<file path="src/rtl/spi_dac_pkg.sv">
// Shared types and helpers for the SPI DAC scheduler.
// Holds the FSM state enum, frame width and frame packing.
package spi_dac_pkg;

  localparam int FRAME_W = 16;

  typedef enum logic [2:0] {
    IDLE    = 3'd0,
    ARB     = 3'd1,
    START   = 3'd2,
    WAIT_HI = 3'd3,
    WAIT_LO = 3'd4,
    GAP     = 3'd5
  } sched_state_t;

  // Frame is {zero pad, data, cfg}; callers zero-extend data/cfg.
  function automatic logic [FRAME_W-1:0] pack_frame(
    input logic [FRAME_W-1:0] data,
    input logic [FRAME_W-1:0] cfg,
    input int unsigned        cfg_w
  );
    return (data << cfg_w) | cfg;
  endfunction

endpackage

</file>
<file path="src/rtl/spi_dac_scheduler_rr_arbiter.sv">
// Combinational round-robin arbiter: search starts at ptr+1, wraps.
// Ports: req, ptr in; gnt (one-hot), idx, any out.
module rr_arbiter #(
  parameter int NUM_CH = 4,
  parameter int IW     = $clog2(NUM_CH)
) (
  input  logic [NUM_CH-1:0] req,
  input  logic [IW-1:0]     ptr,
  output logic [NUM_CH-1:0] gnt,
  output logic [IW-1:0]     idx,
  output logic              any
);

  always_comb begin
    logic          found;
    logic [IW-1:0] ci;
    int            c;
    gnt   = '0;
    idx   = '0;
    found = 1'b0;
    ci    = '0;
    c     = 0;
    for (int k = 1; k <= NUM_CH; k++) begin
      c  = (int'(ptr) + k) % NUM_CH;
      ci = IW'(c);
      if (!found && req[ci]) begin
        found   = 1'b1;
        gnt[ci] = 1'b1;
        idx     = ci;
      end
    end
  end

  assign any = |req;

endmodule

</file>
<file path="src/rtl/spi_dac_scheduler.sv">
// Round-robin scheduler of per-channel DAC writes onto one SPI serializer.
// Ports: clk, rst (sync, high); ch_valid/ch_ready/ch_data/ch_cfg per
// channel; spi_start/spi_word/spi_busy to the serializer; grant_ch,
// sched_busy, timeout_err status. Macro SPI_DAC_SCHED_COALESCE_EN makes
// ch_ready constant 1 and lets a new write overwrite a pending value.
module spi_dac_scheduler
  import spi_dac_pkg::*;
#(
  parameter int NUM_CH  = 4,
  parameter int DATA_W  = 8,
  parameter int CFG_W   = 4,
  parameter int GAP_CYC = 4,
  parameter int BUSY_TO = 16
) (
  input  logic                       clk,
  input  logic                       rst,
  input  logic [NUM_CH-1:0]          ch_valid,
  output logic [NUM_CH-1:0]          ch_ready,
  input  logic [NUM_CH*DATA_W-1:0]   ch_data,
  input  logic [NUM_CH*CFG_W-1:0]    ch_cfg,
  output logic                       spi_start,
  output logic [FRAME_W-1:0]         spi_word,
  input  logic                       spi_busy,
  output logic [$clog2(NUM_CH)-1:0]  grant_ch,
  output logic                       sched_busy,
  output logic                       timeout_err
);

  localparam int IW   = $clog2(NUM_CH);
  localparam int CMAX = (BUSY_TO > GAP_CYC) ? BUSY_TO : GAP_CYC;
  localparam int CW   = $clog2(CMAX + 1);

  sched_state_t state, state_d;

  logic [CW-1:0]     cnt, cnt_d;
  logic [NUM_CH-1:0] pending, pending_d;
  logic [NUM_CH-1:0] we;
  logic [DATA_W-1:0] data_q [NUM_CH];
  logic [CFG_W-1:0]  cfg_q  [NUM_CH];
  logic [IW-1:0]     ptr;
  logic [IW-1:0]     grant_q;
  logic [FRAME_W-1:0] word_q;
  logic              err_q;
  logic              arb_load;
  logic              set_err;

  logic [NUM_CH-1:0] arb_gnt;
  logic [IW-1:0]     arb_idx;
  logic              arb_any;

  rr_arbiter #(
    .NUM_CH (NUM_CH),
    .IW     (IW)
  ) u_arb (
    .req (pending),
    .ptr (ptr),
    .gnt (arb_gnt),
    .idx (arb_idx),
    .any (arb_any)
  );

`ifdef SPI_DAC_SCHED_COALESCE_EN
  assign ch_ready = '1;
`else
  assign ch_ready = ~pending;
`endif

  assign we = ch_valid & ch_ready;

  // A write landing with its own grant keeps pending set:
  // the frame takes the old value, the new one waits.
  always_comb begin
    pending_d = pending;
    for (int i = 0; i < NUM_CH; i++) begin
      if (arb_load && arb_gnt[i]) pending_d[i] = 1'b0;
      if (we[i])                  pending_d[i] = 1'b1;
    end
  end

  always_ff @(posedge clk) begin
    if (rst) state <= IDLE;
    else     state <= state_d;
  end

  always_comb begin
    state_d  = state;
    cnt_d    = cnt;
    arb_load = 1'b0;
    set_err  = 1'b0;
    unique case (state)
      IDLE: begin
        if (arb_any) state_d = ARB;
      end
      ARB: begin
        arb_load = 1'b1;
        state_d  = START;
      end
      START: begin
        cnt_d   = '0;
        state_d = WAIT_HI;
      end
      WAIT_HI: begin
        if (spi_busy) begin
          state_d = WAIT_LO;
        end else if (cnt == CW'(BUSY_TO - 1)) begin
          set_err = 1'b1;
          cnt_d   = '0;
          state_d = GAP;
        end else begin
          cnt_d = cnt + CW'(1);
        end
      end
      WAIT_LO: begin
        if (!spi_busy) begin
          cnt_d   = '0;
          state_d = GAP;
        end
      end
      GAP: begin
        if (cnt == CW'(GAP_CYC - 1)) state_d = IDLE;
        else                         cnt_d = cnt + CW'(1);
      end
      default: state_d = IDLE;
    endcase
  end

  always_ff @(posedge clk) begin
    if (rst) begin
      cnt     <= '0;
      pending <= '0;
      ptr     <= IW'(NUM_CH - 1);
      grant_q <= '0;
      word_q  <= '0;
      err_q   <= 1'b0;
      for (int i = 0; i < NUM_CH; i++) begin
        data_q[i] <= '0;
        cfg_q[i]  <= '0;
      end
    end else begin
      cnt     <= cnt_d;
      pending <= pending_d;
      if (set_err) err_q <= 1'b1;
      if (arb_load) begin
        ptr     <= arb_idx;
        grant_q <= arb_idx;
        word_q  <= pack_frame(FRAME_W'(data_q[arb_idx]),
                              FRAME_W'(cfg_q[arb_idx]), CFG_W);
      end
      for (int i = 0; i < NUM_CH; i++) begin
        if (we[i]) begin
          data_q[i] <= ch_data[i*DATA_W +: DATA_W];
          cfg_q[i]  <= ch_cfg[i*CFG_W +: CFG_W];
        end
      end
    end
  end

  assign spi_start   = (state == START);
  assign spi_word    = word_q;
  assign grant_ch    = grant_q;
  assign sched_busy  = (state != IDLE);
  assign timeout_err = err_q;

endmodule

</file>
<file path="config.mk">
export PLATFORM = sky130hd
export DESIGN_NAME = spi_dac_scheduler
export DESIGN_NICKNAME = d
export VERILOG_FILES = /design/src/rtl/spi_dac_pkg.sv /design/src/rtl/spi_dac_scheduler_rr_arbiter.sv /design/src/rtl/spi_dac_scheduler.sv
export SDC_FILE = /design/constraint.sdc
export NUM_CORES = 1
export LEC_CHECK = 0
export ABC_CLOCK_PERIOD_IN_PS = 6840
export CAP_MARGIN = 15
export CORE_MARGIN = 4
export CORE_UTILIZATION = 45
export DETAILED_ROUTE_END_ITERATION = 10
export GPL_ROUTABILITY_DRIVEN = 0
export PLACE_DENSITY = 0.71
export SETUP_SLACK_MARGIN = 0.3
export SYNTH_ARGS = -nofsm -noshare
export SYNTH_HDL_FRONTEND = slang
export SYNTH_SLANG_ARGS = --single-unit
</file>
<file path="constraint.sdc">
create_clock -name clk -period 6.84 [get_ports clk]
set_input_delay 2.052 -clock clk [delete_from_list [all_inputs] [get_ports clk]]
set_output_delay 2.052 -clock clk [all_outputs]
set_load 0.1 [all_outputs]
</file>
==> results by group, run 1 <==
CTS
  • Postcts setup bufs: 0
  • Clock latency on the worst-skew pair: 0.35 ns
  • CTS tree: yes
  • Root buffer cell: clkbuf_8
  • H-tree depth: 3
  • Clock sink total: just under 80
  • Post-cts repair resize count: 0
  • CTS Hold Bufs: 0
  • Clock slew at reported path FFs: roughly 0.080 ns
  • Longest Clk Path Bufs: 2
  • Num CTS Buffers: 9

Drt
  • DR DRC count: 0
  • Avg WL per Cell: 16.6 um
  • First DRT Iteration DRCs: 168
  • Drt pass-1 iters: 4
  • Antenna-violating nets left: 0
  • Via/cell ratio: 5.42
  • DRT Wirelength: 9060 um
  • DR vias: 2952

STA
  • Final Hold Fails: 0
  • Max Clock Freq: 220 MHz
  • Setup TNS Final: 0 ns
  • Final period util: 0.665
  • Slew Viols, Final: 0
  • Setup violators final: 0
  • Clock Skew: 0.00993 ns
  • Crit path time final: 4.55 ns
  • Relative slew margins: 0.345
  • RSZ-0062 raised after global routing: false
  • Slew of the pin with the lowest slew margin: 0.980 ns

Critical path
  • Crit path max-delay family: buffers and inverters
  • Worst-path cell chain: nor2b_1 > nor2b_1 > clkdlybuf4s50_1
  • Kind of critical path: flip-flop to output pin
  • Crit-path max cell delay: 1.15 ns
  • Max FO, Critical Path: 12
  • Count of buffer and inverter cells on the critical path: 1
  • CP max stage cell: clkdlybuf4s50_1
  • Reg2reg start: ptr[0]
  • Top cell by count, worst path: nor2b_1
  • Critical Path Source Type: flip-flop
  • CP Data Required Time: ~4.8 ns
  • CP startpoint: state[1]
  • Worst setup EP type: output pin
  • WP data arrival: 2.50 ns

GRT
  • Number of global-route vias before repair: between 2000 and 3000
  • Largest net degree at the start of global routing: 28
  • First-pass GRT wire length: 14400 um
  • Gr ovfl total: 0
  • Total GRT Usage: 0.183
  • Initial antenna violation count: 0

Synth
  • Mapped Area: 0.00396 mm^2
  • Syn Area/Cell: 10.6 um^2
  • Fraction of registers with async set/reset: 0
  • Distinct cells, synth: a little over 50
  • Synth Register Bits: 77
  • Post-synthesis sequential area ratio: 0.511
  • Most used DFF post-synth: edfxtp_1
  • Post-synth EDFFs: between 40 and 50
  • Post-synthesis cell count: between 300 and 400
  • Synthesis Warnings: 0

Pwr
  • Net Sw Frac: 0.402
  • PD cells: 347 mW/mm^2
  • Worst VDD drop: 0.320 mV
  • Static Leak: approximately 0.0019 uW
  • Sequential power share: 0.360
  • Pint: 1030 uW
  • Clock network power share: 0.240
  • Comb power frac: 0.399
  • Net Switching: 691 uW

Die
  • Number of I/O pins: 80
  • Initial Utilization: 0.472
  • Width of the chip: 102 um
  • Core box area: 0.00838 mm^2
  • Die ar.: 0.0104 mm^2
  • Die Y-Extent: between 100 and 150 um
  • Row count: 33

Worst hold path
  • Hold Crit Class: flip-flop to flip-flop
  • HP Start: spi_word[10]

Cells and area
  • Share of cells above drive strength 1: 0.0636
  • Non-filler cells, final: 545
  • # diodes: 0
  • Layout Nets: about 500
  • Syn-to-layout area delta: 25.1%

Place
  • Dpl cells: 529
  • Post-DP HPWL: 6630 um
  • IO Port Bufs: 75

Job
  • Max-cap violation count: 0

Run status
  • Outcome: finished, final reports clean
==> area by class of cell <==
cell class                      count  area (um^2)
Sequential cell                    77         2020
Fill cell                         718         3430
Timing Repair Buffer               76          758
Clock buffer                       10          128
Tap cell                          105          131
Multi-Input combinational cell    260         1760
Clock inverter                      6          111
Inverter                           11         41.3
==> per-layer routing <==
layer	global-route usage	share of wire	routed length, um	vias to the layer above
li1	-	-	-	1459
met1	0.242	0.43	3920	1387
met2	0.295	0.49	4430	95
met3	0.0461	0.065	587	11
met4	0.0593	0.014	123	0
met5	0	0	0	-
==> final timing paths <==
| kind | to | slack (ns) | cells after the start |
|---|---|---|---|
| max reg2reg | spi_word[9] | 2.94 | 8 |
| max | spi_start | 2.29 | 3 |
| min reg2reg | spi_word[10] | 0.48 | 2 |
| min | spi_word[10] | 0.48 | 2 |
==> worst reg2reg max path: stages (launching register included) <==
cell and delay [ns]:
dfxtp_1 0.74, inv_1 0.33, ha_1 0.52, mux4_2 0.39, nor2b_4 0.17, or3_1 0.68
nand2_2 0.47, mux2i_1 0.35, o211ai_1 0.11
==> registers in the layout, summed over array words and instances, names as in the netlist <==
signal       count
data_q          32
cfg_q           16
spi_word        12
cnt              5
pending          4
state            3
grant_ch         2
ptr              2
timeout_err      1
==> power by group through the flow <==
stage | Clock, uW | Combinational, uW | Sequential, uW
after global routing | 442 | 732 | 628
after floorplan | 0 | 407 | 743
after global placement | 0 | 679 | 625
after detailed placement | 0 | 685 | 629
after CTS | 415 | 688 | 619
final | 413 | 686 | 619
==> cell families after synthesis <==
group / count (synthesis) / synth area share
AOI/OAI and AO/OA: 88 / 0.154
xor gates and xnor gates: 2 / 0.00443
adders and majority gates: 11 / 0.0348
buffers and inverters: 41 / 0.0471
DFF: 77 / 0.511
muxes: 17 / 0.0557
other: 1 / 0.000948
and+or+nand+nor: 138 / 0.192
==> cell usage after synthesis (all sizes together), types with 2 or more instances <==
master | count | share of area
inv | 11 | 0.010
nor2 | 19 | 0.018
or3 | 3 | 0.0047
o211ai | 13 | 0.025
edfxtp | 48 | 0.36
nor3 | 2 | 0.0025
and3 | 14 | 0.022
a22oi | 8 | 0.015
dfxtp | 29 | 0.15
o21bai | 2 | 0.0038
a21boi | 14 | 0.027
o21ai | 26 | 0.033
buf | 11 | 0.019
mux4 | 4 | 0.023
nand2 | 30 | 0.029
mux2i | 13 | 0.033
a21oi | 5 | 0.0063
a31o | 4 | 0.0089
a32oi | 4 | 0.0089
nor4b | 2 | 0.0060
clkbuf | 19 | 0.018
nor2b | 9 | 0.016
and2 | 48 | 0.076
nand3 | 3 | 0.0038
nand2b | 4 | 0.0063
ha | 11 | 0.035
==> stage by stage <==
stage                     setup WS [ns]  total power (uW)  hold WS (ns)  cell area (um^2)  utilization
after global routing               2.12              1800         0.504              4950        0.591
final                              2.29              1720         0.480              4950        0.591
after global placement             2.68              1300         0.460              4710        0.562
after CTS                          2.28              1720         0.480              4950        0.591
after floorplan                    2.76              1150         0.467              3970            -
after detailed placement           2.61              1310         0.462              4710        0.562
==> cells in the final DEF (no fill, tap or decap), types with 2 or more instances in the layout <==
cell type | synthesis | final
nand3_1 | 3 | 3
and3_1 | 14 | 14
nand2b_1 | 4 | 4
o21ai_0 | 20 | 20
edfxtp_1 | 48 | 48
clkbuf_8 | 0 | 9
bufinv_16 | 0 | 3
mux4_2 | 4 | 4
a31o_2 | 4 | 4
conb_1 | 1 | 4
and2_1 | 48 | 48
o211ai_1 | 13 | 13
a21boi_0 | 14 | 14
o21ai_1 | 6 | 6
ha_1 | 11 | 11
nand2_1 | 29 | 29
nor3_1 | 2 | 2
inv_1 | 11 | 11
clkdlybuf4s50_1 | 0 | 75
a22oi_1 | 8 | 8
nor2_1 | 19 | 19
a32oi_1 | 4 | 4
a21oi_1 | 5 | 5
o21bai_1 | 2 | 2
or3_1 | 3 | 3
dfxtp_1 | 29 | 29
mux2i_1 | 13 | 13
nor2b_1 | 8 | 8
No activity file was read; power rests on OpenSTA's default activity.
==> run 2: changes to the inputs <==
--- a/config.mk
+++ b/config.mk
@@ -5,13 +5,13 @@
 export SDC_FILE = /design/constraint.sdc
 export NUM_CORES = 1
 export LEC_CHECK = 0
-export ABC_CLOCK_PERIOD_IN_PS = 6840
+export ABC_CLOCK_PERIOD_IN_PS = 4100
 export CAP_MARGIN = 15
 export CORE_MARGIN = 4
 export CORE_UTILIZATION = 45
 export DETAILED_ROUTE_END_ITERATION = 10
 export GPL_ROUTABILITY_DRIVEN = 0
-export PLACE_DENSITY = 0.71
+export PLACE_DENSITY = 0.74
 export SETUP_SLACK_MARGIN = 0.3
 export SYNTH_ARGS = -nofsm -noshare
 export SYNTH_HDL_FRONTEND = slang
==> constraint.sdc (replaced) <==
create_clock -name clk -period 4.1 [get_ports clk]
set_input_delay 1.23 -clock clk [delete_from_list [all_inputs] [get_ports clk]]
set_output_delay 1.23 -clock clk [all_outputs]
set_load 0.1 [all_outputs]
==> run 2 against run 1 <==
  * Non-clock buffer count rose by 4
  * Total power rose by 64%
  * Sequential power rose by 65%
  * Core utilization fell by 0.12 points
  * Largest cell class unchanged
  * Setup slack got worse by 1.6 ns
  * Critical endpoint is now spi_word[3]
  * Clock skew fell by 0.0016 ns
==> results by group, run 2 (same netlist as run 1, synthesis figures left out) <==
Die
  • Core box area: about 0.0084 mm^2
  • Row count: 33
  • Initial Utilization: 0.472
  • Die ar.: 0.0104 mm^2
  • Die Y-Extent: 102 um
  • Width of the chip: 102 um
  • Number of I/O pins: 80

STA
  • Setup TNS Final: 0 ns
  • Crit path time final: 3.46 ns
  • Relative slew margins: 0.341
  • Final period util: 0.843
  • Clock Skew: 0.00835 ns
  • Setup violators final: 0
  • Slew of the pin with the lowest slew margin: 0.985 ns
  • RSZ-0062 raised after global routing: false
  • Slew Viols, Final: 0
  • Final Hold Fails: 0
  • Max Clock Freq: 289 MHz

GRT
  • Initial antenna violation count: 0
  • Total GRT Usage: 0.195
  • Largest net degree at the start of global routing: 28
  • Gr ovfl total: 0
  • Number of global-route vias before repair: 3001
  • First-pass GRT wire length: about 15000 um

Cells and area
  • Layout Nets: 505
  • Design Area, Final: 0.00494 mm^2
  • Top reg by flops: data_q
  • Share of cells above drive strength 1: 0.0856
  • Most common cell after layout, fill and taps aside: clkdlybuf4s50_1
  • Syn-to-layout area delta: 24.9%
  • Most frequent cells in the layout: clkdlybuf4s50_1, and2_1, edfxtp_1
  • # diodes: 0
  • Max reg flops: 32

Worst hold path
  • Worst hold stages: 2
  • Hold path endpoint: grant_ch[1]
  • HP Start: grant_ch[1]
  • Hold Crit Class: flip-flop to flip-flop

Pwr
  • Pint: about 1700 uW
  • Comb power frac: 0.415
  • PD cells: 569 mW/mm^2
  • Clock network power share: 0.221
  • Static Leak: 0.00188 uW
  • Net Switching: 1150 uW
  • Net Sw Frac: 0.410
  • Worst VDD drop: 0.346 mV
  • Sequential power share: 0.364

Critical path
  • R2R Path End: spi_word[3]
  • Worst setup EP type: flip-flop
  • WP data arrival: approximately 3.7 ns
  • Critical Path Source Type: flip-flop
  • Kind of critical path: flip-flop to flip-flop
  • CP Data Required Time: 4.37 ns
  • Setup slack, reg-to-reg: between 0.6 and 0.7 ns
  • Worst Reg-to-Reg Cells: 8
  • Reg2reg start: ptr[1]
  • Max FO, Critical Path: 13

CTS
  • Post-cts repair resize count: 0
  • Clock sink total: 77
  • Clock latency on the worst-skew pair: 0.35 ns
  • CTS Hold Bufs: 0
  • H-tree depth: 3
  • Postcts setup bufs: 0
  • Clock slew at reported path FFs: roughly 0.080 ns
  • Longest Clk Path Bufs: 2
  • CTS tree: yes
  • Root buffer cell: clkbuf_8
  • Num CTS Buffers: 9

Place
  • Post-DP Area: 0.00473 mm^2
  • IO Port Bufs: 75
  • Post-DP HPWL: 7120 um

Drt
  • DRT Wirelength: 9710 um
  • Avg WL per Cell: 17.7 um
  • DR DRC count: 0
  • Antenna-violating nets left: 0
  • Via/cell ratio: 5.58
  • DR vias: 3063
  • First DRT Iteration DRCs: between 150 and 200
  • Drt pass-1 iters: 5

Job
  • Max-cap violation count: 0

Run status
  • Outcome: finished, final reports clean
run 2: cell types whose count changed in the layout (fill, tap and decap cells not counted):
cell	previous run	this run
buf_4	1	11
bufinv_16	3	2
clkbuf_1	1	0
clkdlybuf4s50_1	75	69
clkinv_1	0	1
clkinv_2	1	2
run 2: per-layer routing:
layer  vias up  GRT usage  part of all wire
li1       1463          -                 -
met1      1461      0.255              0.42
met2       126      0.317              0.49
met3        13     0.0517             0.075
met4         0     0.0583             0.013
met5         -          0                 0
run 2: worst max-delay path, cell delays in order, from the launching register on:
cell      delay (ns)
dfxtp_1         0.58
inv_1           0.21
ha_1            0.48
mux4_2          0.48
or3b_1          0.39
a21o_1          0.21
a221oi_2        0.64
o21ai_0         0.24
o211ai_1        0.15
run 2: power groups by stage:
stage / Combinational, uW / Clock [uW] / Sequential [uW]
6_report: 1170 / 621 / 1020
5_1_grt: 1240 / 663 / 1040
4_1_cts: 1160 / 632 / 1020
3_5_place_dp: 1160 / 0 / 1040
3_3_place_gp: 1130 / 0 / 1040
2_1_floorplan: 680 / 0 / 1240
run 2: through the flow:
stage               hold WS, ns  total power [uW]  utilization  worst slack [ns]  instances
floorplan                 0.467              1920            -             0.841        378
global placement          0.450              2170        0.564             0.912        533
detailed placement        0.467              2200        0.564             0.731        533
CTS                       0.482              2820        0.589             0.708        549
global route              0.502              2940        0.589             0.380        549
finish                    0.472              2810        0.589             0.643        549
run 2: how the worst max path moves through the flow:
stage / to / cells after the start / start / slack (ns)
after floorplan: spi_start / 3 / state[2] / 0.84
after global placement: spi_word[11] / 8 / ptr[1] / 0.91
after detailed placement: spi_word[3] / 8 / ptr[1] / 0.73
after CTS: spi_word[3] / 8 / ptr[1] / 0.71
after global routing: spi_word[3] / 8 / ptr[1] / 0.38
final: spi_word[3] / 8 / ptr[1] / 0.64
run 2: layout make-up:
| class | count | area, um^2 |
|---|---|---|
| multi-input combinational | 260 | 1760 |
| timing repair buffer | 80 | 773 |
| inverter | 11 | 41.3 |
| sequential | 77 | 2020 |
| clock inverter | 7 | 90.1 |
| clock buffer | 9 | 124 |
| tap | 105 | 131 |
| fill | 699 | 3440 |
